<file path="src/rtl/ysyx_22050710_sram_responder_pkg.sv">
// Shared encodings and derived constants for the SRAM-like bus responder.
package ysyx_22050710_sram_responder_pkg;

    // i_size encodings (informational only)
    localparam logic [1:0] SIZE_1B = 2'd0;
    localparam logic [1:0] SIZE_2B = 2'd1;
    localparam logic [1:0] SIZE_4B = 2'd2;
    localparam logic [1:0] SIZE_8B = 2'd3;

    // i_op encodings
    localparam logic OP_READ  = 1'b0;
    localparam logic OP_WRITE = 1'b1;

    // Number of address bits covered by one data word.
    function automatic int addr_lsb(input int data_wd);
        return $clog2(data_wd / 8);
    endfunction

    localparam int DEF_DATA_WD = 64;
    localparam int ADDR_LSB    = addr_lsb(DEF_DATA_WD);

endpackage

</file>
<file path="src/rtl/ysyx_22050710_resp_fifo.sv">
// In-order response queue: one entry per accepted request, capturing the
// memory read data one cycle after issue and releasing it once its delay
// timer has expired.
module ysyx_22050710_resp_fifo
    import ysyx_22050710_sram_responder_pkg::*;
#(
    parameter int DATA_WD     = 64,
    parameter int OUTSTANDING = 2,
    parameter int RESP_DELAY  = 0
) (
    input  logic               clk,
    input  logic               rst_n,
    input  logic               push,
    input  logic               push_op,
    input  logic [DATA_WD-1:0] mem_rdata,
    output logic               full,
    output logic               pop,
    output logic [DATA_WD-1:0] rdata
);

    localparam int PW = (OUTSTANDING > 1) ? $clog2(OUTSTANDING) : 1;
    localparam int CW = $clog2(OUTSTANDING) + 1;
    localparam int TW = (RESP_DELAY > 0) ? $clog2(RESP_DELAY + 1) : 1;

    logic [OUTSTANDING-1:0]              vld;
    logic [OUTSTANDING-1:0]              op;
    logic [OUTSTANDING-1:0]              cap;
    logic [OUTSTANDING-1:0][TW-1:0]      tmr;
    logic [OUTSTANDING-1:0][DATA_WD-1:0] dat;
    logic [PW-1:0]                       head, tail;
    logic [CW-1:0]                       cnt;

    function automatic logic [PW-1:0] ptr_next(input logic [PW-1:0] p);
        return (p == PW'(OUTSTANDING - 1)) ? '0 : p + PW'(1);
    endfunction

    // A valid entry is always at least one cycle past its issue, so only the
    // timer gates the head's response.
    assign pop  = vld[head] && (tmr[head] == '0);
    assign full = (cnt == CW'(OUTSTANDING));

    // Uncaptured head can only be in its first cycle: forward memory data.
    always_comb begin
        rdata = '0;
        if (pop && op[head] == OP_READ)
            rdata = cap[head] ? dat[head] : mem_rdata;
    end

    // Entry storage, capture, timers, pointers and occupancy count.
    always_ff @(posedge clk or negedge rst_n) begin
        if (!rst_n) begin
            vld  <= '0;
            op   <= '0;
            cap  <= '0;
            tmr  <= '0;
            dat  <= '0;
            head <= '0;
            tail <= '0;
            cnt  <= '0;
        end else begin
            for (int i = 0; i < OUTSTANDING; i++) begin
                if (vld[i] && !cap[i] && !(pop && head == PW'(i))) begin
                    cap[i] <= 1'b1;
                    dat[i] <= (op[i] == OP_WRITE) ? '0 : mem_rdata;
                end
                if (vld[i] && tmr[i] != '0)
                    tmr[i] <= tmr[i] - TW'(1);
            end
            if (pop) begin
                vld[head] <= 1'b0;
                head      <= ptr_next(head);
            end
            // Push after pop so a full queue can refill the freed slot.
            if (push) begin
                vld[tail] <= 1'b1;
                op[tail]  <= push_op;
                cap[tail] <= 1'b0;
                tmr[tail] <= TW'(RESP_DELAY);
                tail      <= ptr_next(tail);
            end
            if (push && !pop)
                cnt <= cnt + CW'(1);
            else if (pop && !push)
                cnt <= cnt - CW'(1);
        end
    end

endmodule

</file>
<file path="src/rtl/ysyx_22050710_sram_responder.sv">
// Slave end of the SRAM-like req/addr_ok/data_ok bus: accepts requests,
// drives the synchronous memory port, and returns in-order responses.
module ysyx_22050710_sram_responder
    import ysyx_22050710_sram_responder_pkg::*;
#(
    parameter int SRAM_ADDR_WD  = 32,
    parameter int SRAM_DATA_WD  = 64,
    parameter int SRAM_WMASK_WD = 8,
    parameter int OUTSTANDING   = 2,
    parameter int RESP_DELAY    = 0
) (
    input  logic                     i_clk,
    input  logic                     i_rst_n,
    input  logic                     i_req,
    input  logic                     i_op,
    input  logic [1:0]               i_size,
    input  logic [SRAM_ADDR_WD-1:0]  i_addr,
    input  logic [SRAM_WMASK_WD-1:0] i_wstrb,
    input  logic [SRAM_DATA_WD-1:0]  i_wdata,
    output logic                     o_addr_ok,
    output logic                     o_data_ok,
    output logic [SRAM_DATA_WD-1:0]  o_rdata,
    output logic                     o_mem_en,
    output logic                     o_mem_we,
    output logic [SRAM_ADDR_WD-1:0]  o_mem_addr,
    output logic [SRAM_WMASK_WD-1:0] o_mem_wstrb,
    output logic [SRAM_DATA_WD-1:0]  o_mem_wdata,
    input  logic [SRAM_DATA_WD-1:0]  i_mem_rdata
);

    localparam int LSB = addr_lsb(SRAM_DATA_WD);
    localparam logic [SRAM_ADDR_WD-1:0] LSB_MASK =
        (SRAM_ADDR_WD'(1) << LSB) - SRAM_ADDR_WD'(1);

    logic ready;
    logic full;
    logic pop;
    logic accept;
    logic unused_size;

    // Size is carried on the bus but byte lanes come from the strobes.
    assign unused_size = ^i_size;

    // Hold addr_ok low until the first clock after reset release.
    always_ff @(posedge i_clk or negedge i_rst_n) begin
        if (!i_rst_n) ready <= 1'b0;
        else          ready <= 1'b1;
    end

    // Depends on queue state only, never on i_req.
    assign o_addr_ok   = ready && (!full || pop);
    assign accept      = i_req && o_addr_ok;
    assign o_data_ok   = pop;

    assign o_mem_en    = accept;
    assign o_mem_we    = accept && (i_op == OP_WRITE);
    assign o_mem_addr  = i_addr & ~LSB_MASK;
    assign o_mem_wstrb = i_wstrb;
    assign o_mem_wdata = i_wdata;

    ysyx_22050710_resp_fifo #(
        .DATA_WD     (SRAM_DATA_WD),
        .OUTSTANDING (OUTSTANDING),
        .RESP_DELAY  (RESP_DELAY)
    ) u_fifo (
        .clk       (i_clk),
        .rst_n     (i_rst_n),
        .push      (accept),
        .push_op   (i_op),
        .mem_rdata (i_mem_rdata),
        .full      (full),
        .pop       (pop),
        .rdata     (o_rdata)
    );

endmodule
</file>
<file path="config.mk">
export PLATFORM = sky130hd
export DESIGN_NAME = ysyx_22050710_sram_responder
export DESIGN_NICKNAME = d
export VERILOG_FILES = /design/src/rtl/ysyx_22050710_sram_responder_pkg.sv /design/src/rtl/ysyx_22050710_resp_fifo.sv /design/src/rtl/ysyx_22050710_sram_responder.sv
export SDC_FILE = /design/constraint.sdc
export NUM_CORES = 1
export LEC_CHECK = 0
export BUFFER_PORTS_ARGS = -buffer_cell sky130_fd_sc_hd__buf_2
export CAP_MARGIN = 40
export CELL_PAD_IN_SITES_DETAIL_PLACEMENT = 0
export CELL_PAD_IN_SITES_GLOBAL_PLACEMENT = 2
export CORE_AREA = 4 4 179 181
export DETAILED_ROUTE_END_ITERATION = 8
export DIE_AREA = 0 0 183 185
export PLACE_DENSITY_LB_ADDON = 0.1
export SLEW_MARGIN = 20
export SYNTH_ARGS = -nofsm -noshare
export SYNTH_HDL_FRONTEND = slang
export SYNTH_SLANG_ARGS = --single-unit
</file>
<file path="constraint.sdc">
create_clock -name i_clk -period 2.35 [get_ports i_clk]
set_input_delay 0.47 -clock i_clk [delete_from_list [all_inputs] [get_ports i_clk]]
set_output_delay 0.47 -clock i_clk [all_outputs]
set_load 0.005 [all_outputs]
</file>
# After elaboration in Yosys (flattened, before gate mapping)

Cells that the tools add are included.

Mux-type cells: 31
Magnitude comparators: 4
Bitwise logic cells: 9
Eq/ne operators: 1
Reductions and logical operators: 26
$add $sub $neg: 6

Operator list:

| cell                | number |
|---|---|
| $mux 64             | 6 |
| $logic_and 1x1->1   | 17 |
| $mux 1              | 16 |
| $mux 2              | 6 |
| $logic_not 1->1     | 7 |
| $and 2x2->2         | 3 |
| $lt 1x2->1 const B  | 2 |
| $not 2->2           | 2 |
| $not 1->1           | 3 |
| $add 1x1->1 const B | 2 |
| $add 2x1->2 const B | 1 |
| $bwmux 2            | 1 |
| $demux 1 s1         | 2 |
| $eq 2x2->1 const B  | 1 |
| $ge 1x1->1 const B  | 2 |
| $or 2x2->2          | 1 |
| $reduce_bool 2->1   | 1 |
| $sub 1x1->1 const B | 2 |
| $sub 2x1->2 const B | 1 |
| $logic_or 1x1->1    | 1 |

Input port bits: 174
Register bits after elaboration: 141
Output and inout port bits: 172
Word-level logic and storage cells: 88

# Logic depth before layout (Yosys ltp)

Gate-level depths: netlist of run 1.

Depth after elaboration: 11
Depth in mapped cells: 9
Mapped depth without buffers: 7

# Cells and area by module

A second synthesis of run 1 with hierarchy kept.

Cell total of the unflattened synthesis: 872
Area, all modules: 8690.8 µm²

Modules (own cells, without submodules):

| module                       | area each (µm²) | instances | cells an instance | sequential area each (µm²) |
|---|---|---|---|---|
| ysyx_22050710_resp_fifo      | 7837.5          | 1         | 761               | 3503.4 |
| ysyx_22050710_sram_responder | 853.3           | 1         | 111               | 25.0 |

# Least setup slack after synthesis of run 1

OpenSTA, ideal clock, no wires.

Kind: register -> output
From: register u_fifo.head
To: output o_rdata[10]
Buffers on the path: 4
Path slack: 272 ps
Cell stages (with the launch flop): 8
Arrival time: 1608 ps
Required time: 1880 ps
Cells stage by stage: dfrtp_1 buf_2 or3b_1 buf_2 o22a_1 buf_6 buf_6 a211oi_2

Word-level cells in the longest chain between the ends: 6
Elaborated cells between the ends (all ways): 16
Those cells by class: mux (12); bitwise (2); reduce/logical (2)

Ends and longest elaborated chain:

| item                                      | RTL line                           | source |
|---|---|---|
| start: declaration                        | ysyx_22050710_resp_fifo.sv:30      | `logic [PW-1:0] head, tail;` |
| start signal: assignment                  | ysyx_22050710_resp_fifo.sv:71      | `head <= ptr_next(head);` |
| $mux 1 (not written as such) (2 in a row) | ysyx_22050710_resp_fifo.sv:39      | `assign pop = vld[head] && (tmr[head] == '0);` |
| $not 1->1                                 | ysyx_22050710_resp_fifo.sv:39      |  |
| $logic_and 1x1->1                         | ysyx_22050710_resp_fifo.sv:39      |  |
| $logic_and 1x1->1                         | ysyx_22050710_resp_fifo.sv:45      | `if (pop && op[head] == OP_READ)` |
| $mux 64 (*)                               | ysyx_22050710_resp_fifo.sv:45      |  |
| end: declaration                          | ysyx_22050710_sram_responder.sv:22 | `output logic [SRAM_DATA_WD-1:0] o_rdata,` |

Every way passes the cells marked *; elsewhere a longest branch is shown, timed or not. The select of a mux whose other input is x is not followed.

# Worst setup path after layout of run 1

From: register u_fifo.head
To: output o_rdata[39]

Same word-level chain as after synthesis.

==> impl_metrics.json, run 1 <==
{
  "firstDrtPassIters": 5,
  "p_leak_nw": 4.56,
  "yosys.area.top_type": "dfrtp_1",
  "synth.yosys.warnings": 0,
  "timing.final.ws_setup_ns": -0.267,
  "route.detailed.drc": 0,
  "antenna_cells": 0,
  "clk_pin_slew_ns": 0.06,
  "synth-main-ff-cell": "dfrtp_1",
  "fmax_ghz": 0.382,
  "fin_util": 0.329,
  "hp-class": "input pin to flip-flop",
  "cp.arrival_ns": 2.15,
  "drive_gt1_frac": 0.387,
  "area_delta_synth_final_pct": 14.9,
  "relSlewSlack": 0.478,
  "grt_util_all_layers": 0.141,
  "grt_pass1_vias": 6805,
  "wl_per_cell_microns": 18.5,
  "numClockSinks": 141,
  "gr-total-overflow": 0,
  "synth_compound_gate_area_share": 0.200,
  "yosys.area_share.simple": 0.0653,
  "cp_top_family": "flip-flops",
  "worstSkewPairLatency_ns": 0.42,
  "netlist_area_sq_mm": 0.00870,
  "synth_xor_xnor_area_share": 0.00403,
  "initial_core_util": 0.286,
  "drtIter0Drc": 286,
  "synthTopCellsByArea": "dfrtp_1 41%, buf_4 9.0%, mux2_2 8.7%",
  "crit_path_start": "u_fifo.head$_DFFE_PN0N_",
  "grt_max_degree": 84,
  "synth_mux_area_frac": 0.160,
  "htreeDepth": 4,
  "synth_top_family_by_area": "compound AO/OA/AOI/OAI gates",
  "p_per_area_mw_per_mm2": 1370,
  "via_per_inst": 4.94,
  "core_sq_mm": 0.0304,
  "cp.required_ns": 1.88,
  "root_buffer": "clkbuf_16",
  "antenna_left": 0,
  "cp-end-kind": "output port",
  "crit_fanout": 31,
  "final_hold_viol_count": 0,
  "synth.yosys.seq_area_share": 0.405,
  "synth_common_cells": "141 x dfrtp_1, 130 x nor2_1, 104 x buf_4, 68 x inv_1, 67 x mux2_2",
  "ios": 346,
  "worstMarginPinSlew_ns": 0.782,
  "cap_viol_max_count": 0,
  "ir_worst_vdd_mv": 0.601,
  "synth-seq-cells": 141,
  "worstReg2RegStart": "u_fifo.head$_DFFE_PN0N_",
  "dr_total_vias": 6412,
  "worst-path-buf-inv": 2,
  "syn_inst": 875,
  "nNetsFinal": 1065,
  "synth_area_per_cell_sq_um": 9.95,
  "fin_crit_sh": 1.11,
  "chipWidth_microns": 183,
  "rsz0062_at_grt": "true",
  "async_flop_share": 1.00,
  "rows": 64,
  "violations": "negative setup slack",
  "ys_types": 33,
  "clockBufferDepth": 2,
  "status": "finished, violations left",
  "crit_chain": "or3b_4, o22a_4, buf_12, a211oi_4, buf_2",
  "synth_edf_count": 0,
  "setup_viol": 68,
  "clock_skew_ns": 0.0108,
  "path_class": "flip-flop to output port",
  "period_minus_slack_ns": 2.62,
  "numCtsBuffers": 17,
  "drv_slew": 0,
  "hold_start": "i_mem_rdata[19]",
  "finalWeightedCongestion": 0.695,
  "synth_top_area_share": 0.405,
  "crit_path_start_kind": "flip-flop",
  "routed_wl_microns": 24100,
  "totalPowerFinal_w": 0.0137,
  "critPathMaxStageDelay_ns": 0.50,
  "synth.most_common_cell": "dfrtp_1",
  "antenna_found_initial": 1,
  "slowest_stage": "dfrtp_4",
  "grt_pass1_wl_microns": 37700,
  "hpwl_microns": 15300,
  "dieArea_sq_mm": 0.0339,
  "io_buffer_count": 135,
  "synthAdderAreaFrac": 0.00144,
  "die_h_microns": 185,
  "tritoncts": "done"
}
-- layout by cell type (no fill, tap or decap), types with 3 or more instances in the layout --
cell / synthesis / layout
a211oi_2: 60 / 56
a211oi_4: 0 / 7
buf_12: 0 / 9
buf_2: 21 / 131
buf_4: 104 / 21
buf_6: 7 / 11
bufinv_16: 0 / 3
clkbuf_16: 0 / 17
clkinv_2: 0 / 4
conb_1: 2 / 4
dfrtp_1: 141 / 137
inv_1: 68 / 68
mux2_2: 67 / 66
mux2i_1: 64 / 64
nor2_1: 130 / 130
o21ai_0: 66 / 65
o41ai_1: 64 / 64
xor2_1: 3 / 3
-- final timing paths --
| path | cells past startpoint | slack [ns] | end |
|---|---|---|---|
| min in group asynchronous | 2 | 0.56 | u_fifo.dat[35]$_DFFE_PN0P_ |
| worst min-delay path | 3 | 0.33 | u_fifo.dat[19]$_DFFE_PN0P_ |
| worst min register to register | 1 | 0.47 | u_fifo.cnt[1]$_DFFE_PN0P_ |
| worst max register to register | 10 | 0.15 | u_fifo.cnt[1]$_DFFE_PN0P_ |
| max in group asynchronous | 3 | 1.06 | u_fifo.dat[79]$_DFFE_PN0P_ |
| worst max-delay path | 5 | -0.27 | o_rdata[39] |
-- sequential cells by signal (all words and copies together), names as in the netlist --
signal / flops
u_fifo.tmr: 2
u_fifo.cap: 2
ready: 1
u_fifo.dat: 128
u_fifo.cnt: 2
u_fifo.vld: 2
u_fifo.head: 1
u_fifo.tail: 1
u_fifo.op: 2
-- worst min-delay path: cells and delay by family --
family | cells | cell delay (ns)
AO/OA/AOI/OAI | 1 | 0.07
buffers and inverters | 2 | 0.16
-- metrics by stage --
stage | setup TNS (ns) | instance area, sq um | setup WS (ns) | cells | hold slack [ns]
after floorplan | 0 | 8710 | 0.272 | 877 | 0.174
after global placement | 0 | 9110 | 0.0465 | 1254 | 0.433
after detailed placement | 0 | 9170 | 0.0601 | 1256 | 0.438
after CTS | -15.05 | 9940 | -0.284 | 1295 | 0.315
after global routing | -19.19 | 10000 | -0.349 | 1297 | 0.329
final | -13.52 | 10000 | -0.267 | 1297 | 0.329
-- kinds of logic after synthesis --
| logic type | count (synthesis) |
|---|---|
| flip-flops | 141 |
| other | 2 |
| buffers and inverters | 251 |
| adder cells (fa/ha/maj) | 1 |
| AND/OR/NAND/NOR | 143 |
| AO/OA/AOI/OAI | 202 |
| XOR/XNOR | 4 |
| multiplexers | 131 |
-- report_power, final --
| group | internal (W) | switching [W] | total [W] |
|---|---|---|---|
| sequential | 0.00359 | 0.000601 | 0.00419 |
| combinational | 0.00279 | 0.00396 | 0.00675 |
| clock | 0.00168 | 0.00103 | 0.00271 |
| total | 0.00807 | 0.00559 | 0.0137 |
-- what timing repair did --
| item | 4_1_cts | 5_1_grt |
|---|---|---|
| resized for setup | 21 | 8 |
| hold buffers | 1 | 0 |
| cloned | 2 | 0 |
| setup buffers | 6 | 2 |
| endpoints found under the hold margin | 11 | 0 |
| pin swaps | 1 | 2 |
| endpoints found under the setup margin | 67 | 68 |
-- per-layer routing --
layer	routed length [microns]	vias up	global-route usage
met3	1460	45	0.0440
met4	363	2	0.0375
met2	11700	203	0.236
li1	-	2972	-
met1	10500	3190	0.176
met5	13	-	0
-- layout make-up --
type,instances,area [sq um]
multi-input combinational,487,3940
clock inverter,11,144
inverter,68,255
clock buffer,19,443
fill,3144,20400
tap,396,495
timing repair buffer,175,1180
sequential,141,3540
Power figures use the tool's default switching activity.
==> run 2: changes to the inputs <==
- BUFFER_PORTS_ARGS: -buffer_cell sky130_fd_sc_hd__buf_2 -> unset
- CORE_AREA: 4 4 179 181 -> 4 4 157 159
- DIE_AREA: 0 0 183 185 -> 0 0 161 163
- DONT_BUFFER_PORTS: unset -> 1
- SYNTH_HIERARCHICAL: unset -> 1
==> run 2 against run 1 <==
  * Highest routed layer is now met4
  * Worst setup slack improved by 0.093 ns
  * Sequential power decreased by 2%
  * Total power increased by 4.0%
  * The run ends with negative hold slack, negative setup slack left
  * Cell count decreased by 17%
==> impl_metrics.json, run 2 <==
{
  "final_hold_viol_count": 141,
  "setup_viol": 67,
  "whs_ns": -0.256,
  "worstReg2RegStart": "u_fifo/head$_DFFE_PN0N_",
  "worst-path-buf-inv": 2,
  "slowest_stage": "dfrtp_4",
  "cap_viol_max_count": 0,
  "io_buffer_count": 0,
  "met1_usage": 0.227,
  "grt_pass1_wl_microns": 36000,
  "area_delta_synth_final_pct": 11.2,
  "gr-total-overflow": 0,
  "antenna_cells": 0,
  "via_per_inst": 5.53,
  "status": "finished, violations left",
  "async_flop_share": 1.00,
  "core_sq_mm": 0.0233,
  "grt_max_degree": 142,
  "violations": "negative hold slack, negative setup slack",
  "hp-class": "input pin to async pin",
  "tritoncts": "done",
  "cp-end-kind": "output port",
  "root_buffer": "clkbuf_16",
  "clk_pin_slew_ns": 0.06,
  "layout_commonest_cell": "dfrtp_1",
  "synth_common_cells": "141 x dfrtp_1, 129 x nor2_1, 104 x buf_4, 67 x inv_1, 67 x mux2_2",
  "totalPowerFinal_w": 0.0142,
  "ys_types": 32,
  "use_met2": 0.284,
  "finalWeightedCongestion": 0.711,
  "final_cell_mix": "137 x dfrtp_1, 107 x nor2_1, 67 x inv_1, 66 x mux2_2, 65 x o21ai_0",
  "p_per_area_mw_per_mm2": 1470,
  "synth-seq-cells": 141,
  "synth-main-ff-cell": "dfrtp_1",
  "synth.yosys.warnings": 6,
  "clock_skew_ns": 0.00807,
  "timing.rr.end": "u_fifo/op[0]$_DFFE_PN0P_",
  "numClockSinks": 141,
  "ir_worst_vdd_mv": 0.781,
  "synth_edf_count": 0,
  "fin_cells": 1078,
  "crit_path_start": "u_fifo/head$_DFFE_PN0N_",
  "grt_pass1_vias": 6390,
  "yosys.area.top_type": "dfrtp_1",
  "synth.most_common_cell": "dfrtp_1",
  "crit_chain": "or3b_4, o22a_4, buf_12, clkbuf_16, a211oi_2",
  "fin_util": 0.415,
  "largest_reg_flops": 128,
  "fmax_ghz": 0.396,
  "synth.yosys.seq_area_share": 0.406,
  "rsz0062_at_grt": "true",
  "antenna_found_initial": 0,
  "synthTopCellsByArea": "dfrtp_1 41%, buf_4 9.0%, mux2_2 8.7%",
  "chipWidth_microns": 161,
  "antenna_left": 0,
  "use_met3": 0.0529,
  "synth_area_per_cell_sq_um": 9.97,
  "dr_total_vias": 5961,
  "syn_inst": 872,
  "critPathMaxStageDelay_ns": 0.49,
  "worstMarginPinSlew_ns": 0.589,
  "crit_path_start_kind": "flip-flop",
  "firstDrtPassIters": 4,
  "path_class": "flip-flop to output port",
  "worstSkewPairLatency_ns": 0.42,
  "drive_gt1_frac": 0.303,
  "routed_wl_microns": 23400,
  "cp.arrival_ns": 2.05,
  "grt-busiest-layer": "met2",
  "wl_per_cell_microns": 21.7,
  "ios": 346,
  "timing.final.ws_setup_ns": -0.174,
  "nNetsFinal": 922,
  "reg2reg_depth": 7,
  "clockBufferDepth": 2,
  "drv_slew": 0,
  "r2r_slack_ns": 0.25,
  "die_h_microns": 163,
  "fin_crit_sh": 1.07,
  "relSlewSlack": 0.607,
  "netlist_area_sq_mm": 0.00869,
  "numPlacedInstances": 1033,
  "cp.required_ns": 1.88,
  "crit_fanout": 7,
  "route.detailed.drc": 0,
  "hpwl_microns": 13500,
  "dieArea_sq_mm": 0.0262,
  "grt_util_all_layers": 0.174,
  "synth_top_area_share": 0.406,
  "largest-register": "u_fifo/dat",
  "period_minus_slack_ns": 2.52,
  "p_leak_nw": 3.94,
  "htreeDepth": 4,
  "rows": 56,
  "initial_core_util": 0.374,
  "numCtsBuffers": 17,
  "cp_top_family": "flip-flops",
  "drtIter0Drc": 304
}
-- run 2: through the flow --
stage	setup TNS (ns)	area, sq um	hold slack, ns	setup slack (ns)
6_report	-9.37	9660	-0.256	-0.174
5_1_grt	-13.49	9660	-0.289	-0.237
4_1_cts	-10.96	9470	-0.276	-0.188
3_5_place_dp	0	8290	0.182	0.0797
3_3_place_gp	0	8240	0.180	0.117
2_1_floorplan	0	8700	0.174	0.268
-- run 2: repair_timing --
item,4_1_cts,5_1_grt
setup buffers,8,0
endpoints found under the hold margin,141,141
gates resized for setup,71,29
pin swaps,5,3
cloned,4,3
endpoints found under the setup margin,66,67
-- run 2: final cells by class --
type                            instances  area (sq um)
Fill cell                            2263         13600
Multi-Input combinational cell        485          4270
Sequential cell                       141          3540
Timing Repair Buffer                   35           616
Clock buffer                           21           450
Tap cell                              319           399
Inverter                               67           251
Clock inverter                         10           139
-- run 2: logic make-up (layout without fill, tap and decap cells) --
| logic type | after synthesis | after routing | synth area share |
|---|---|---|---|
| buffers and inverters | 249 | 133 | 0.162 |
| AOI/OAI and AO/OA | 199 | 199 | 0.196 |
| and+or+nand+nor | 145 | 145 | 0.0688 |
| DFF | 141 | 141 | 0.406 |
| muxes | 131 | 132 | 0.161 |
| xor gates and xnor gates | 4 | 4 | 0.00403 |
| other | 2 | 4 | 0.000864 |
| adders and majority gates | 1 | 1 | 0.00144 |
-- run 2: worst max-delay path by stage --
stage | end | slack (ns) | depth (start not counted)
after CTS | o_rdata[59] | -0.19 | 5
after global placement | o_rdata[2] | 0.12 | 4
final | o_rdata[56] | -0.17 | 5
after floorplan | u_fifo/op[0]$_DFFE_PN0P_ | 0.27 | 7
after detailed placement | o_rdata[1] | 0.08 | 4
after global routing | o_rdata[0] | -0.24 | 5
-- run 2: routing by layer --
layer,part of all wire,vias to the layer above
li1,-,2640
met1,0.45,3068
met2,0.47,215
met3,0.061,38
met4,0.013,0
met5,0,-
-- run 2: power by group --
part / leakage, nW / internal [W] / switching [W] / total, W
Sequential: 1.76 / 0.00352 / 0.000569 / 0.00409
Clock: 0.288 / 0.00170 / 0.00105 / 0.00275
Combinational: 1.89 / 0.00292 / 0.00445 / 0.00737
==> run 3: changes to the inputs <==
- SYNTH_HIERARCHICAL: 1 -> unset
==> run 3 against run 2 <==
  * The run still ends with negative hold slack, negative setup slack left
  * Sequential share of layout area rose by 1.3 points
  * Non-clock buffer count fell by 4
  * Clock skew rose by 0.00067 ns
  * Cell area fell by 3.4%
  * Fmax rose by 1.3%
  * Core utilization fell by 1.4 points
  * Die area did not move
  * Worst setup slack improved by 0.031 ns
  * Largest cell class unchanged
  * Highest routed layer unchanged
==> impl_metrics.json, run 3 (synthesized netlist as in run 1, its figures left out) <==
{
  "fin_crit_sh": 1.06,
  "p_per_area_mw_per_mm2": 1470,
  "worstMarginPinSlew_ns": 0.505,
  "fin_cells": 1077,
  "clock_skew_ns": 0.00874,
  "crit_fanout": 13,
  "period_minus_slack_ns": 2.49,
  "antenna_found_initial": 0,
  "fmax_ghz": 0.401,
  "grt_pass1_wl_microns": 34800,
  "via_per_inst": 5.41,
  "largest-register": "u_fifo.dat",
  "hpwl_microns": 13200,
  "grt_pass1_vias": 6226,
  "ir_worst_vdd_mv": 0.670,
  "worstReg2RegStart": "u_fifo.head$_DFFE_PN0N_",
  "drive_gt1_frac": 0.272,
  "crit_path_start": "u_fifo.head$_DFFE_PN0N_",
  "cp.required_ns": 1.88,
  "grt_util_all_layers": 0.165,
  "final_hold_viol_count": 141,
  "crit_path_start_kind": "flip-flop",
  "antenna_left": 0,
  "drtIter0Drc": 258,
  "rsz0062_at_grt": "true",
  "clk_pin_slew_ns": 0.06,
  "initial_core_util": 0.374,
  "ios": 346,
  "whs_ns": -0.245,
  "antenna_cells": 0,
  "largest_reg_flops": 128,
  "path_class": "flip-flop to output port",
  "grt_max_degree": 142,
  "io_buffer_count": 0,
  "setup_viol": 66,
  "cp.arrival_ns": 2.02,
  "rows": 56,
  "clockBufferDepth": 2,
  "numCtsBuffers": 17,
  "final_cell_mix": "137 x dfrtp_1, 130 x nor2_1, 67 x inv_1, 66 x mux2_2, 65 x o21ai_0",
  "dr_total_vias": 5830,
  "violations": "negative hold slack, negative setup slack",
  "finalWeightedCongestion": 0.704,
  "wl_per_cell_microns": 20.2,
  "tritoncts": "done",
  "gr-total-overflow": 0,
  "firstDrtPassIters": 6,
  "status": "finished, violations left",
  "nNetsFinal": 920,
  "timing.final.ws_setup_ns": -0.143,
  "chipWidth_microns": 161,
  "fin_tns_setup_ns": -7.86,
  "worstSkewPairLatency_ns": 0.41,
  "drv_slew": 0,
  "cp-end-kind": "output port",
  "htreeDepth": 4,
  "die_h_microns": 163,
  "routed_wl_microns": 21800,
  "area_delta_synth_final_pct": 7.20,
  "dieArea_sq_mm": 0.0262,
  "hp-class": "input pin to async pin",
  "relSlewSlack": 0.663,
  "numPlacedInstances": 1038,
  "layout_commonest_cell": "dfrtp_1",
  "core_sq_mm": 0.0233,
  "numClockSinks": 141,
  "route.detailed.drc": 0,
  "root_buffer": "clkbuf_16",
  "cap_viol_max_count": 0,
  "p_leak_nw": 3.88
}
## run 3: critical path, stage by stage, from the launching register on
cell and delay [ns]:
dfrtp_4 0.50, or3b_4 0.43, o22a_4 0.26, buf_6 0.19
a211oi_4 0.23
## run 3: worst paths after layout
kind	cells after the start	endpoint	slack [ns]
worst max-delay path	4	o_rdata[24]	-0.14
min in group i_clk	1	u_fifo.op[0]$_DFFE_PN0P_	0.22
worst min register to register	1	u_fifo.cnt[1]$_DFFE_PN0P_	0.46
max in group asynchronous	0	u_fifo.op[1]$_DFFE_PN0P_	2.32
worst max register to register	8	u_fifo.cnt[1]$_DFFE_PN0P_	0.33
worst min-delay path	0	u_fifo.dat[94]$_DFFE_PN0P_	-0.24
## run 3: per-stage QoR
stage	instance area, sq um	hold slack [ns]	utilization	power [W]	setup WS, ns
3_5_place_dp	8320	0.181	0.357	0.0101	0.155
4_1_cts	9270	-0.266	0.398	0.0138	-0.164
6_report	9330	-0.245	0.401	0.0137	-0.143
2_1_floorplan	8710	0.174	-	0.00867	0.272
3_3_place_gp	8280	0.181	0.356	0.00981	0.165
5_1_grt	9330	-0.279	0.401	0.0147	-0.219
## run 3: area by class of cell
cell class              count  area (sq um)
inverters                  68           255
multi-input cells         486          4070
clock buffers              22           474
repair buffers             31           429
well taps                 319           399
fillers                  2301         13900
clock inverters            10           161
flip-flops and latches    141          3540
## run 3: per-layer routing
metal | GRT usage | vias up | wire length (microns)
met5 | 0 | - | 0
met4 | 0.0481 | 0 | 434
met3 | 0.0509 | 48 | 1420
met2 | 0.274 | 213 | 10500
met1 | 0.209 | 2921 | 9380
li1 | - | 2648 | -
## run 3: where the power goes
group / internal (W) / switching [W]
logic: 0.00260 / 0.00401
registers: 0.00359 / 0.000599
clock network: 0.00186 / 0.00102
## run 3: what timing repair did
action	CTS	global route
pin swaps	1	0
cloned	2	0
endpoints found under the hold margin	141	141
resized for setup	38	7
setup endpoints to repair	67	67
buffers inserted	3	1
